**src/rtl/serial_sub_ctrl_if.sv**
```systemverilog
// Bus bundle for serial_sub_ctrl: request/result handshake plus the shared
// full-subtractor cell connections.
interface serial_sub_ctrl_if #(
  parameter int unsigned WIDTH = 8
);
  logic             start;
  logic             clear;
  logic [WIDTH-1:0] a;
  logic [WIDTH-1:0] b;
  logic             ready;
  logic             busy;
  logic             done;
  logic [WIDTH-1:0] diff;
  logic             borrow_out;
  logic             fs_x;
  logic             fs_y;
  logic             fs_borin;
  logic             fs_diff;
  logic             fs_borout;

  // Controller side.
  modport slave (
    input  start, clear, a, b, fs_diff, fs_borout,
    output ready, busy, done, diff, borrow_out, fs_x, fs_y, fs_borin
  );

  // Requester side; it also hosts the external cell.
  modport master (
    output start, clear, a, b, fs_diff, fs_borout,
    input  ready, busy, done, diff, borrow_out, fs_x, fs_y, fs_borin
  );
endinterface

```
**src/rtl/serial_sub_ctrl.sv**
```systemverilog
// Bit-serial A - B controller. Steps one external full-subtractor cell through
// the operand bits LSB first, recirculating the borrow in a flip-flop.
module serial_sub_ctrl #(
  parameter int unsigned WIDTH = 8
) (
  input  logic               clock,
  input  logic               resetn,
  serial_sub_ctrl_if.slave   bus
);

  localparam int unsigned CntW = (WIDTH > 1) ? $clog2(WIDTH) : 1;
  localparam logic [CntW-1:0] LastCnt = CntW'(WIDTH - 1);

  typedef enum logic [1:0] {
    StIdle,
    StRun,
    StDone
  } state_e;

  state_e           r_state;
  state_e           w_state_d;
  logic [WIDTH-1:0] r_sa;
  logic [WIDTH-1:0] r_sb;
  logic [WIDTH-1:0] r_res;
  logic [WIDTH-1:0] r_diff;
  logic             r_borrow_out;
  logic             r_bor;
  logic [CntW-1:0]  r_cnt;

  logic             w_last;
  logic             w_accept;
  logic             w_step;
  logic [WIDTH-1:0] w_res_next;

  assign w_last     = (r_cnt == LastCnt);
  assign w_accept   = (r_state == StIdle) && bus.start && !bus.clear;
  assign w_step     = (r_state == StRun) && !bus.clear;
  // Cell difference enters at the MSB so bit 0 lands at the LSB after WIDTH shifts.
  assign w_res_next = {bus.fs_diff, r_res[WIDTH-1:1]};

  // State register.
  always_ff @(posedge clock or negedge resetn) begin
    if (!resetn) begin
      r_state <= StIdle;
    end else begin
      r_state <= w_state_d;
    end
  end

  // Next-state logic; clear always returns to IDLE and drops any start.
  always_comb begin
    w_state_d = r_state;
    unique case (r_state)
      StIdle: begin
        if (w_accept) w_state_d = StRun;
      end
      StRun: begin
        if (bus.clear)   w_state_d = StIdle;
        else if (w_last) w_state_d = StDone;
      end
      StDone: begin
        w_state_d = StIdle;
      end
      default: begin
        w_state_d = StIdle;
      end
    endcase
  end

  // Datapath: operand shifters, result assembly, borrow recirculation, counter.
  always_ff @(posedge clock or negedge resetn) begin
    if (!resetn) begin
      r_sa         <= '0;
      r_sb         <= '0;
      r_res        <= '0;
      r_diff       <= '0;
      r_borrow_out <= 1'b0;
      r_bor        <= 1'b0;
      r_cnt        <= '0;
    end else if (bus.clear) begin
      // Abort: visible results are kept, only sequencing state is zeroed.
      r_bor <= 1'b0;
      r_cnt <= '0;
    end else if (w_accept) begin
      r_sa  <= bus.a;
      r_sb  <= bus.b;
      r_bor <= 1'b0;
      r_cnt <= '0;
    end else if (w_step) begin
      r_sa  <= {1'b0, r_sa[WIDTH-1:1]};
      r_sb  <= {1'b0, r_sb[WIDTH-1:1]};
      r_res <= w_res_next;
      r_bor <= bus.fs_borout;
      r_cnt <= r_cnt + 1'b1;
      if (w_last) begin
        r_diff       <= w_res_next;
        r_borrow_out <= bus.fs_borout;
      end
    end
  end

  // Status and cell drive; the cell inputs are quiet outside RUN.
  always_comb begin
    bus.ready      = (r_state == StIdle);
    bus.busy       = (r_state == StRun);
    bus.done       = (r_state == StDone);
    bus.diff       = r_diff;
    bus.borrow_out = r_borrow_out;
    bus.fs_x       = 1'b0;
    bus.fs_y       = 1'b0;
    bus.fs_borin   = 1'b0;
    if (r_state == StRun) begin
      bus.fs_x     = r_sa[0];
      bus.fs_y     = r_sb[0];
      bus.fs_borin = r_bor;
    end
  end

endmodule

```
**src/flat_wrapper.sv**
```systemverilog
// flat-port wrapper written by rule: the top's interface ports become plain ports
module serial_sub_ctrl_flat 
#(
  parameter int unsigned WIDTH = 8
)
  (clock, resetn, bus_start, bus_clear, bus_a, bus_b, bus_fs_diff, bus_fs_borout, bus_ready, bus_busy, bus_done, bus_diff, bus_borrow_out, bus_fs_x, bus_fs_y, bus_fs_borin);
  serial_sub_ctrl_if #(.WIDTH(WIDTH)) bus_i ();
  input  logic clock;
  input  logic resetn;
  input wire logic [$bits(bus_i.start)-1:0] bus_start;
  input wire logic [$bits(bus_i.clear)-1:0] bus_clear;
  input wire logic [$bits(bus_i.a)-1:0] bus_a;
  input wire logic [$bits(bus_i.b)-1:0] bus_b;
  input wire logic [$bits(bus_i.fs_diff)-1:0] bus_fs_diff;
  input wire logic [$bits(bus_i.fs_borout)-1:0] bus_fs_borout;
  output wire logic [$bits(bus_i.ready)-1:0] bus_ready;
  output wire logic [$bits(bus_i.busy)-1:0] bus_busy;
  output wire logic [$bits(bus_i.done)-1:0] bus_done;
  output wire logic [$bits(bus_i.diff)-1:0] bus_diff;
  output wire logic [$bits(bus_i.borrow_out)-1:0] bus_borrow_out;
  output wire logic [$bits(bus_i.fs_x)-1:0] bus_fs_x;
  output wire logic [$bits(bus_i.fs_y)-1:0] bus_fs_y;
  output wire logic [$bits(bus_i.fs_borin)-1:0] bus_fs_borin;
  assign bus_i.start = bus_start;
  assign bus_i.clear = bus_clear;
  assign bus_i.a = bus_a;
  assign bus_i.b = bus_b;
  assign bus_i.fs_diff = bus_fs_diff;
  assign bus_i.fs_borout = bus_fs_borout;
  assign bus_ready = bus_i.ready;
  assign bus_busy = bus_i.busy;
  assign bus_done = bus_i.done;
  assign bus_diff = bus_i.diff;
  assign bus_borrow_out = bus_i.borrow_out;
  assign bus_fs_x = bus_i.fs_x;
  assign bus_fs_y = bus_i.fs_y;
  assign bus_fs_borin = bus_i.fs_borin;
  serial_sub_ctrl #(.WIDTH(WIDTH)) u_core (.clock(clock), .resetn(resetn), .bus(bus_i));
endmodule
```
**config.mk**
```make
export PLATFORM = sky130hd
export DESIGN_NAME = serial_sub_ctrl_flat
export DESIGN_NICKNAME = d
export VERILOG_FILES = /design/src/rtl/serial_sub_ctrl_if.sv /design/src/rtl/serial_sub_ctrl.sv /design/src/flat_wrapper.sv
export SDC_FILE = /design/constraint.sdc
export NUM_CORES = 1
export LEC_CHECK = 0
export CAP_MARGIN = 20
export CELL_PAD_IN_SITES_DETAIL_PLACEMENT = 1
export CELL_PAD_IN_SITES_GLOBAL_PLACEMENT = 1
export CORE_UTILIZATION = 41
export CTS_CLUSTER_DIAMETER = 60
export DETAILED_ROUTE_END_ITERATION = 8
export GPL_TIMING_DRIVEN = 0
export PLACE_DENSITY_LB_ADDON = 0.12
export SYNTH_ARGS = -nofsm -noshare
export SYNTH_HDL_FRONTEND = slang
export SYNTH_SLANG_ARGS = --single-unit
export TNS_END_PERCENT = 10
```
**constraint.sdc**
```tcl
create_clock -name clock -period 2.9 [get_ports clock]
set_input_delay 0.435 -clock clock [delete_from_list [all_inputs] [get_ports clock]]
set_output_delay 0.435 -clock clock [all_outputs]
set_load 0.03 [all_outputs]
```
Word-level counts from Yosys, hierarchy flattened
Cells that the tools add are included.
- flip-flop bits (word level): 39
- latch bits: 0
- bits in writable memories: 0
- bits in read-only memories: 0
- bits of input ports: 22
- output and inout port bits: 15
- logic and storage cells: 44
- memories kept: 0
- $add $sub $neg: 1
- multipliers: 0
- divide/modulo/power cells: 0
- order comparisons: 0
- equality and inequality tests: 5
- shifts and indexed selects: 0
- mux-type cells: 17
- bitwise operators: 2
- reductions and logical operators: 11
- operator list (cell ; number):
    $mux 8 ; 4
    $mux 3 ; 3
    $mux 1 ; 6
    $mux 2 ; 3
    $pmux 2 s2 ; 1
    $reduce_and 2->1 ; 2
    $reduce_and 4->1 ; 1
    $add 3x1->3 const B ; 1
    $eq 3x3->1 const B ; 1
    $logic_and 1x1->1 ; 3
    $ne 3x2->1 const B ; 1
    $reduce_and 3->1 ; 1
    $reduce_bool 3->1 ; 1
    $eq 2x1->1 const B ; 1
    $eq 2x2->1 const B ; 1
    $logic_not 2->1 ; 1
    $ne 2x1->1 const B ; 1
    $not 1->1 ; 2
    $reduce_bool 2->1 ; 1
    $logic_not 1->1 ; 1

Depth between registers and ports, before layout
Gate-level depths: netlist of the first run.
- word-level depth: 5
- gate-level depth with buffers: 6
- gate-level depth less buffers: 4

Worst setup path before layout of the first run
OpenSTA, ideal clock, no wires.
- path kind: input to register
- from: input port bus_clear
- to: register u_core.r_sa[0]
- data arrival time: 1.488 ns
- slack: 1.288 ns
- cell stages on the path: 6
- path buffers: 3
- cells stage by stage: buf_2 > or4b_1 > buf_2 > buf_6 > nand3_1 > nand2_1
- word-level cells in the longest chain between the ends: 4
- elaborated cells on any way between the ends: 7
- those cells by class: mux: 1; bitwise: 1; reduce/logical: 5
- RTL lines (item ; line ; source):
    start: declaration ; flat_wrapper.sv:11 ; input wire logic [$bits(bus_i.clear)-1:0] bus_clear;
    $logic_not 1->1 ; serial_sub_ctrl.sv:36, serial_sub_ctrl.sv:37 ;
    $logic_and 1x1->1 (on tied branches) ; serial_sub_ctrl.sv:37, serial_sub_ctrl.sv:36 ;
    $reduce_bool 2->1 (no source line) ; -- ;
    $reduce_and 2->1 (no source line) ; -- ;
    end signal: assignment ; serial_sub_ctrl.sv:85 ; r_sa <= bus.a;
    end signal: assignment ; serial_sub_ctrl.sv:90 ; r_sa <= {1'b0, r_sa[WIDTH-1:1]};
    end: declaration ; serial_sub_ctrl.sv:22 ; logic [WIDTH-1:0] r_sa;
Parallel ways exist; a longest one is shown, timed or not.
A chain may end at the register's enable or synchronous reset.

Worst setup path after layout of the first run
- from: register u_core.r_state[0]
- to: output port bus_fs_borin
- word-level cells in the longest chain between the ends: 2
- RTL lines (item ; line ; source):
    start: declaration ; serial_sub_ctrl.sv:20 ; state_e r_state;
    start signal: assignment ; serial_sub_ctrl.sv:44 ; r_state <= StIdle;
    start signal: assignment ; serial_sub_ctrl.sv:46 ; r_state <= w_state_d;
    $eq 2x1->1 ; serial_sub_ctrl.sv:112 ; if (r_state == StRun) begin
    $mux 1 ; serial_sub_ctrl.sv:112 ;
    end: declaration ; flat_wrapper.sv:23 ; output wire logic [$bits(bus_i.fs_borin)-1:0] bus_fs_borin;
Every way passes these cells.

==> reports/summary.log, run 1 <==
qor: global_route.groute.layer.met2.usage 0.383
qor: routing.avgRoutedWirePerCell 16.1 µm
qor: floorplan.die_h 65.9 µm
qor: timing.tightestPinTransition 0.839 ns
qor: status.run_status finished, final reports clean
qor: global_route.grt.overflow.total 0
qor: synth.synth.lib_cells_used.distinct 23
qor: timing.post-route-period-util 0.812
qor: global_route.global_route.usage.met1 0.275
qor: floorplan.num_ports 37
qor: clocking.post_cts_resize_count 0
qor: floorplan.dieArea 0.00435 mm²
qor: routing.route.detailed.vias_per_inst 5.14
qor: routing.dr.first_iter.drc_count 33
qor: worst_setup_path.worstPathBufferInverterCount 2
qor: synth.yosys_warnings 0
qor: floorplan.coreArea 0.00380 mm²
qor: clocking.cts_buffer_depth 2
qor: routing.num_vias 1281
qor: timing.timing.setup.tns 0 ns
qor: timing.maxSlewViolCount 0
qor: timing.max_clock_freq 425 MHz
qor: worst_setup_path.critical-path-slowest-cell clkdlybuf4s50_1
qor: pwr.static-leakage-power 0.00105 µW
qor: timing.timing_hold_violations_final 0
qor: routing.drt_pass_1_iters 4
qor: worst_setup_path.timing.setup.critical_path_class reg -> out
qor: worst_setup_path.critical_path.max_stage_delay 0.66 ns
qor: global_route.grt_max_degree 39
qor: timing.timing.slew.headroom 0.441
qor: global_route.grt_antenna_before_repair 0
qor: pwr.totalPowerFinal 1480 µW
qor: synth.synth_seq_cells 38
qor: synth.mappedNetlistNets 182
qor: routing.drtAntennaViolNets 0
qor: cells_and_area.drive_gt1_frac 0.149
qor: worst_setup_path.critical-path-top-delay-family buffers and inverters
qor: routing.drt-total-wl 4010 µm
qor: pwr.power.density_cell_area 664 mW/mm²
qor: clocking.post_cts.repair.setup_buffers 0
qor: cells_and_area.n_antenna_cell 0
qor: cells_and_area.num-fill-cells 432
qor: clocking.clock_insertion_delay_worst_skew 0.29 ns
qor: clocking.cts-hold-fix-buffers 0
qor: floorplan.die_w 65.9 µm
qor: floorplan.initial_utilization 0.441
qor: global_route.global_route_wire_length_before_repair 6900 µm
qor: global_route.globalRoute.busiestLayer met2
qor: cells_and_area.layout-area-overhead-vs-synth 32.7%
qor: job.max-cap-violations 0
qor: worst_setup_path.worstSetupEndpointType primary output
qor: clocking.cts_inserted_buffers 5
qor: placed_design.detail_placement_hpwl 2840 µm
qor: timing.period_needed 2.35 ns
qor: worst_setup_path.worstPathRequired 2.47 ns
qor: placed_design.portbufs 35
qor: clocking.cts_tree done
qor: routing.route.detailed.drc 0
qor: clocking.clk_root_buffer_cell clkbuf_8
qor: clocking.tritoncts_num_sinks 38
qor: synth.synthesis.area_per_instance 10.6 µm²
qor: floorplan.row_count 22
qor: worst_setup_path.path_cells nor2b_1 -> buf_4 -> and2_1 -> clkdlybuf4s50_1
qor: worst_setup_path.cp_max_fo 9
qor: timing.fin_skew 0.00680 ns
qor: synth.synth_sequential_area_ratio 0.567
qor: cells_and_area.fin_nets 224
qor: worst_hold_path.hold_class in -> async
qor: worst_setup_path.cp-start-kind register
qor: synth.postSynthCellCount 158
qor: clocking.htree_num_levels 2
qor: global_route.number_of_global_route_vias_before_repair 1350
qor: timing.grt_setup_unrepaired false
qor: placed_design.routabilityCongestion 0.764
qor: global_route.grtUsageMet3 0.0414
qor: worst_setup_path.wp_data_arrival 1.92 ns
qor: timing.final-setup-viol-count 0
qor: global_route.global_route.usage.total 0.221
qor: synth.synthesis.area 0.00168 mm²
qor: clocking.clkSlewWorstSetupHoldPaths 0.08 ns
qor: pwr.vdd.ir_drop.worst 0.461 mV
## layout make-up
class                   instances  area [µm²]  share of cell area
clock buffers                   6        82.6              0.0371
repair buffers                 35         345               0.155
multi-input cells             110         662               0.298
flip-flops and latches         38         951               0.427
well taps                      48        60.1              0.0270
plain buffers                  10        63.8              0.0287
clock inverters                 2        60.1              0.0270
## final timing paths
check	startpoint	end	slack [ns]	depth (start not counted)
setup / recovery	u_core.r_state[0]$_DFFE_PN0P_	bus_fs_borin	0.55	4
hold reg to reg	u_core.r_res[1]$_DFFE_PN0P_	u_core.bus.diff[0]$_DFFE_PN0P_	0.51	1
min in group clock	bus_clear	u_core.r_cnt[2]$_DFFE_PN0P_	0.45	2
max in group asynchronous	resetn	u_core.r_sa[3]$_DFFE_PN0P_	2.14	1
setup reg to reg	u_core.r_state[1]$_DFFE_PN0P_	u_core.r_sa[0]$_DFFE_PN0P_	1.25	5
hold / removal	resetn	u_core.bus.diff[0]$_DFFE_PN0P_	0.24	1
## through the flow
stage                     hold WS (ns)  worst slack [ns]  instance area [µm²]  instances   util
after CTS                        0.274             0.529                 2220        249  0.586
after detailed placement         0.490             0.820                 2080        241  0.548
after floorplan                  0.139              1.29                 1680        158      -
final                            0.239             0.547                 2220        249  0.586
after global routing             0.309             0.463                 2220        249  0.586
after global placement           0.462             0.533                 2090        241  0.549
## layout by cell type, fill, tap and decap left out, drive strengths merged
cell,count
and3b,1
a22o,2
buf,10
nor4b,1
a22oi,5
nand2,35
clkdlybuf4s50,34
mux2i,1
nor2b,2
o21ai,1
nand3,2
or4b,1
and2,3
dfrtp,38
o21bai,1
nor3b,1
a21oi,24
nor2,18
ha,2
mux2,9
bufinv,2
or3b,1
clkbuf,7
## power breakdown
part	switching [µW]	internal, µW
clock	193	367
combinational	126	104
sequential	64.0	623
total	383	1090
## worst reg2reg max path, cell delays in order, from the launching register on
cell,delay [ns]
dfrtp_1,0.49
or4b_1,0.54
buf_2,0.18
buf_6,0.15
nand3_1,0.11
nand2_1,0.06
## Yosys cell counts
master | instances | area (µm²)
a21oi_1 | 24 | 120
a22o_1 | 2 | 17.5
a22oi_1 | 5 | 37.5
and2_1 | 3 | 18.8
and3b_1 | 1 | 8.76
buf_2 | 6 | 30.0
buf_4 | 1 | 7.51
buf_6 | 2 | 22.5
clkbuf_1 | 1 | 3.75
dfrtp_1 | 38 | 951
ha_1 | 2 | 25.0
mux2_4 | 9 | 135
mux2i_1 | 1 | 10.0
nand2_1 | 35 | 131
nand3_1 | 2 | 10.0
nor2_1 | 18 | 67.6
nor2b_1 | 2 | 12.5
nor3b_2 | 1 | 12.5
nor4b_4 | 1 | 23.8
o21ai_0 | 1 | 5.00
o21bai_1 | 1 | 7.51
or3b_2 | 1 | 8.76
or4b_1 | 1 | 10.0
## kinds of logic after synthesis
| kind of cell | count (synthesis) | share of synthesized area |
|---|---|---|
| AOI/OAI and AO/OA | 33 | 0.112 |
| adders and majority gates | 2 | 0.0149 |
| buffers and inverters | 10 | 0.0381 |
| DFF | 38 | 0.567 |
| muxes | 10 | 0.0866 |
| and+or+nand+nor | 65 | 0.181 |
## layer usage
| metal | part of all wire | vias up |
|---|---|---|
| met3 | 0.034 | 7 |
| met4 | 0.016 | 0 |
| met1 | 0.43 | 632 |
| met2 | 0.52 | 30 |
| li1 | - | 612 |
| met5 | 0 | - |
## registers in the layout, summed over array words and instances (netlist names)
signal,count
u_core.bus.diff,8
u_core.r_sb,8
u_core.r_bor,1
u_core.r_state,2
u_core.r_cnt,3
u_core.bus.borrow_out,1
u_core.r_res,7
u_core.r_sa,8
Power figures use the tool's default switching activity.
==> inputs of run 2 (changes only) <==
--- a/config.mk
+++ b/config.mk
@@ -8,7 +8,7 @@
 export CAP_MARGIN = 20
 export CELL_PAD_IN_SITES_DETAIL_PLACEMENT = 1
 export CELL_PAD_IN_SITES_GLOBAL_PLACEMENT = 1
-export CORE_UTILIZATION = 41
+export CORE_UTILIZATION = 38
 export CTS_CLUSTER_DIAMETER = 60
 export DETAILED_ROUTE_END_ITERATION = 8
 export GPL_TIMING_DRIVEN = 0
==> constraint.sdc (replaced) <==
create_clock -name clock -period 2.31 [get_ports clock]
set_input_delay 0.3465 -clock clock [delete_from_list [all_inputs] [get_ports clock]]
set_output_delay 0.3465 -clock clock [all_outputs]
set_load 0.03 [all_outputs]
==> reports/summary.log, run 2 (synthesis gave the netlist of run 1 again) <==
qor: floorplan.die_h 68.4 µm [+3.8%]
qor: timing.fin_skew 0.0118 ns [+0.00495 ns]
qor: timing.max_clock_freq 452 MHz
qor: clocking.cts_buffer_depth 2 [unchanged]
qor: timing.grt_setup_unrepaired false
qor: job.max-cap-violations 0 [unchanged]
qor: cells_and_area.mostFrequentLayoutCells dfrtp_1, nand2_1, clkdlybuf4s50_1, a21oi_1, nor2_1
qor: routing.route.detailed.drc 0 [unchanged]
qor: worst_setup_path.cp-start-kind register
qor: floorplan.coreArea 0.00412 mm² [+8.3%]
qor: floorplan.num_ports 37 [unchanged]
qor: clocking.htree_num_levels 2 [unchanged]
qor: floorplan.initial_utilization 0.407 [-0.0340]
qor: cells_and_area.leading_cell_type_in_the_layout_fill_and_taps_excluded dfrtp_1
qor: worst_setup_path.r2r.worst_path.cells 4 [-1]
qor: pwr.power.combinational.fraction 0.173 [+0.017]
qor: worst_hold_path.hold_class in -> async
qor: routing.dr.first_iter.drc_count 35 [+6.1%]
qor: routing.drt-total-wl 3860 µm [-3.7%]
qor: placed_design.post-place-ws 0.337 ns [-0.484 ns]
qor: placed_design.routabilityCongestion 0.708 [-7.3%]
qor: placed_design.portbufs 35 [unchanged]
qor: clocking.tritoncts_num_sinks 38 [unchanged]
qor: floorplan.die_w 68.4 µm [+3.8%]
qor: clocking.cts_tree done
qor: routing.route.detailed.vias_per_inst 5.12 [-0.56%]
qor: pwr.internal_power 1150 µW [+5.2%]
qor: placed_design.placed_cell_area 0.00208 mm² [+0.12%]
qor: global_route.number_of_global_route_vias_before_repair 1306 [-3.3%]
qor: cells_and_area.finalNonFillerCells 251 [+0.80%]
qor: cells_and_area.n_antenna_cell 0 [unchanged]
qor: cells_and_area.drive_gt1_frac 0.154 [+0.00498]
qor: routing.drt_pass_1_iters 4 [unchanged]
qor: timing.final-setup-viol-count 0 [unchanged]
qor: global_route.global_route_wire_length_before_repair 6110 µm [-12%]
qor: timing.timing_hold_violations_final 0 [unchanged]
qor: timing.post-route-period-util 0.958
qor: pwr.power.share.switching 0.290 [+0.0313]
qor: routing.drtAntennaViolNets 0 [unchanged]
qor: pwr.power.switching 471 µW [+23%]
qor: pwr.vdd.ir_drop.worst 0.346 mV [-25%]
qor: worst_setup_path.timing.setup.critical_path_class reg -> out
qor: cells_and_area.finish.instance_area 0.00218 mm² [-1.9%]
qor: routing.num_vias 1284 [+0.23%]
qor: worst_setup_path.worstSetupEndpointType primary output
qor: worst_setup_path.cp_max_fo 9 [unchanged]
qor: pwr.power.density_cell_area 744 mW/mm² [+12%]
qor: worst_setup_path.worstPathRequired 1.96 ns [-0.51 ns]
qor: timing.maxSlewViolCount 0 [unchanged]
qor: timing.tightestPinTransition 0.843 ns [+0.00474 ns]
qor: worst_setup_path.critical_path.reg2reg.startpoint u_core.r_state[1]$_DFFE_PN0P_
qor: pwr.p_clk_frac 0.295 [-0.084]
qor: cells_and_area.fin_nets 224 [unchanged]
qor: floorplan.row_count 23 [+4.5%]
qor: placed_design.post-place-cells 243 [+0.83%]
qor: clocking.cts-hold-fix-buffers 0 [unchanged]
qor: worst_setup_path.wp_data_arrival 1.87 ns [-0.05 ns]
qor: clocking.cts_inserted_buffers 5 [unchanged]
qor: timing.final.setup.worst_slack 0.0973 ns [-0.449 ns]
qor: worst_setup_path.regToRegSetupSlack 0.66 ns [-0.59 ns]
qor: pwr.seq_power_share 0.531 [+0.066]
qor: floorplan.dieArea 0.00468 mm² [+7.7%]
qor: global_route.grt_max_degree 39 [unchanged]
qor: cells_and_area.layout-area-overhead-vs-synth 30.1%
qor: clocking.clock_insertion_delay_worst_skew 0.29 ns [about the same]
qor: global_route.global_route.usage.total 0.186 [-0.0345]
qor: global_route.grt.overflow.total 0 [unchanged]
qor: pwr.static-leakage-power 0.00105 µW [-0.46%]
qor: timing.timing.setup.tns 0 ns [unchanged]
qor: clocking.clk_root_buffer_cell clkbuf_8
qor: placed_design.detail_placement_hpwl 2710 µm [-4.3%]
qor: timing.timing.slew.headroom 0.438 [-0.00316]
qor: clocking.clkSlewWorstSetupHoldPaths 0.08 ns [about the same]
qor: cells_and_area.post-route-util 0.530 [-0.0554]
qor: global_route.grt_antenna_before_repair 0 [unchanged]
qor: routing.avgRoutedWirePerCell 15.4 µm [-4.5%]
qor: worst_setup_path.timing.rr.end u_core.r_sb[6]$_DFFE_PN0P_
qor: status.run_status finished, final reports clean
qor: timing.period_needed 2.21 ns
## run 2: changes by cell type in the layout (fill, tap and decap cells not counted)
cell / delta
bufinv_16: -2
clkdlybuf4s50_1: -2
clkinv_2: +1
clkinvlp_4: +1
dfrtp_1: -1
dfrtp_2: +1
dlygate4sd2_1: +1
dlymetal6s2s_1: +1
## run 2: metrics by stage
| step | total power (µW) | hold slack [ns] |
|---|---|---|
| global route | 1720 | 0.205 |
| floorplan | 1030 | 0.0509 |
| finish | 1620 | 0.157 |
| CTS | 1650 | 0.189 |
| detailed placement | 1160 | 0.483 |
| global placement | 1130 | 0.460 |
## run 2: cell type report
class | instances | area (µm²)
plain buffers | 10 | 63.8
fillers | 465 | 1930
flip-flops and latches | 38 | 952
clock inverters | 2 | 12.5
repair buffers | 35 | 347
clock buffers | 6 | 82.6
multi-input cells | 110 | 662
well taps | 50 | 62.6
## run 2: worst max path at each step
| stage | start | end | slack [ns] | cells past startpoint |
|---|---|---|---|---|
| after CTS | u_core.r_state[0]$_DFFE_PN0P_ | bus_fs_y | 0.001 | 4 |
| after detailed placement | bus_start | u_core.r_sb[6]$_DFFE_PN0P_ | 0.34 | 5 |
| after global placement | resetn | u_core.r_sb[5]$_DFFE_PN0P_ | 0.02 | 1 |
| after global routing | u_core.r_state[1]$_DFFE_PN0P_ | bus_fs_borin | 0.007 | 4 |
| final | u_core.r_state[1]$_DFFE_PN0P_ | bus_fs_borin | 0.1 | 4 |
| after floorplan | u_core.r_state[0]$_DFFE_PN0P_ | u_core.bus.borrow_out$_DFFE_PN0P_ | 0.78 | 5 |
## run 2: per-layer routing
| layer | track usage | up-vias | share of wire | wire length [µm] |
|---|---|---|---|---|
| met2 | 0.330 | 31 | 0.49 | 1900 |
| met1 | 0.202 | 634 | 0.44 | 1710 |
| met3 | 0.0550 | 6 | 0.046 | 177 |
| met5 | 0 | - | 0 | 0 |
| met4 | 0.0859 | 0 | 0.017 | 65 |
| li1 | - | 613 | - | - |
## run 2: critical path: stages (launching register included)
cell and delay, ns:
dfrtp_1 0.49, nor2b_1 0.15, buf_4 0.16, and2_1 0.12
clkdlybuf4s50_1 0.66
## run 2: power by group through the flow
stage	Sequential (µW)	Clock (µW)	Combinational, µW
floorplan	849	0	182
global placement	864	0	271
detailed placement	875	0	288
CTS	861	496	290
global route	877	526	318
finish	862	479	281
## run 2: what timing repair did
item,4_1_cts,5_1_grt
buffers inserted,0,0
gates resized for setup,1,2
setup endpoints to repair,1,2
pin swaps,0,0
==> inputs of run 3 (changes only) <==
--- a/config.mk
+++ b/config.mk
@@ -9,7 +9,6 @@
 export CELL_PAD_IN_SITES_DETAIL_PLACEMENT = 1
 export CELL_PAD_IN_SITES_GLOBAL_PLACEMENT = 1
 export CORE_UTILIZATION = 38
-export CTS_CLUSTER_DIAMETER = 60
 export DETAILED_ROUTE_END_ITERATION = 8
 export GPL_TIMING_DRIVEN = 0
 export PLACE_DENSITY_LB_ADDON = 0.12
==> results of run 3 <==
Same layout as run 2: the final DEF is identical, and so are final timing and power.
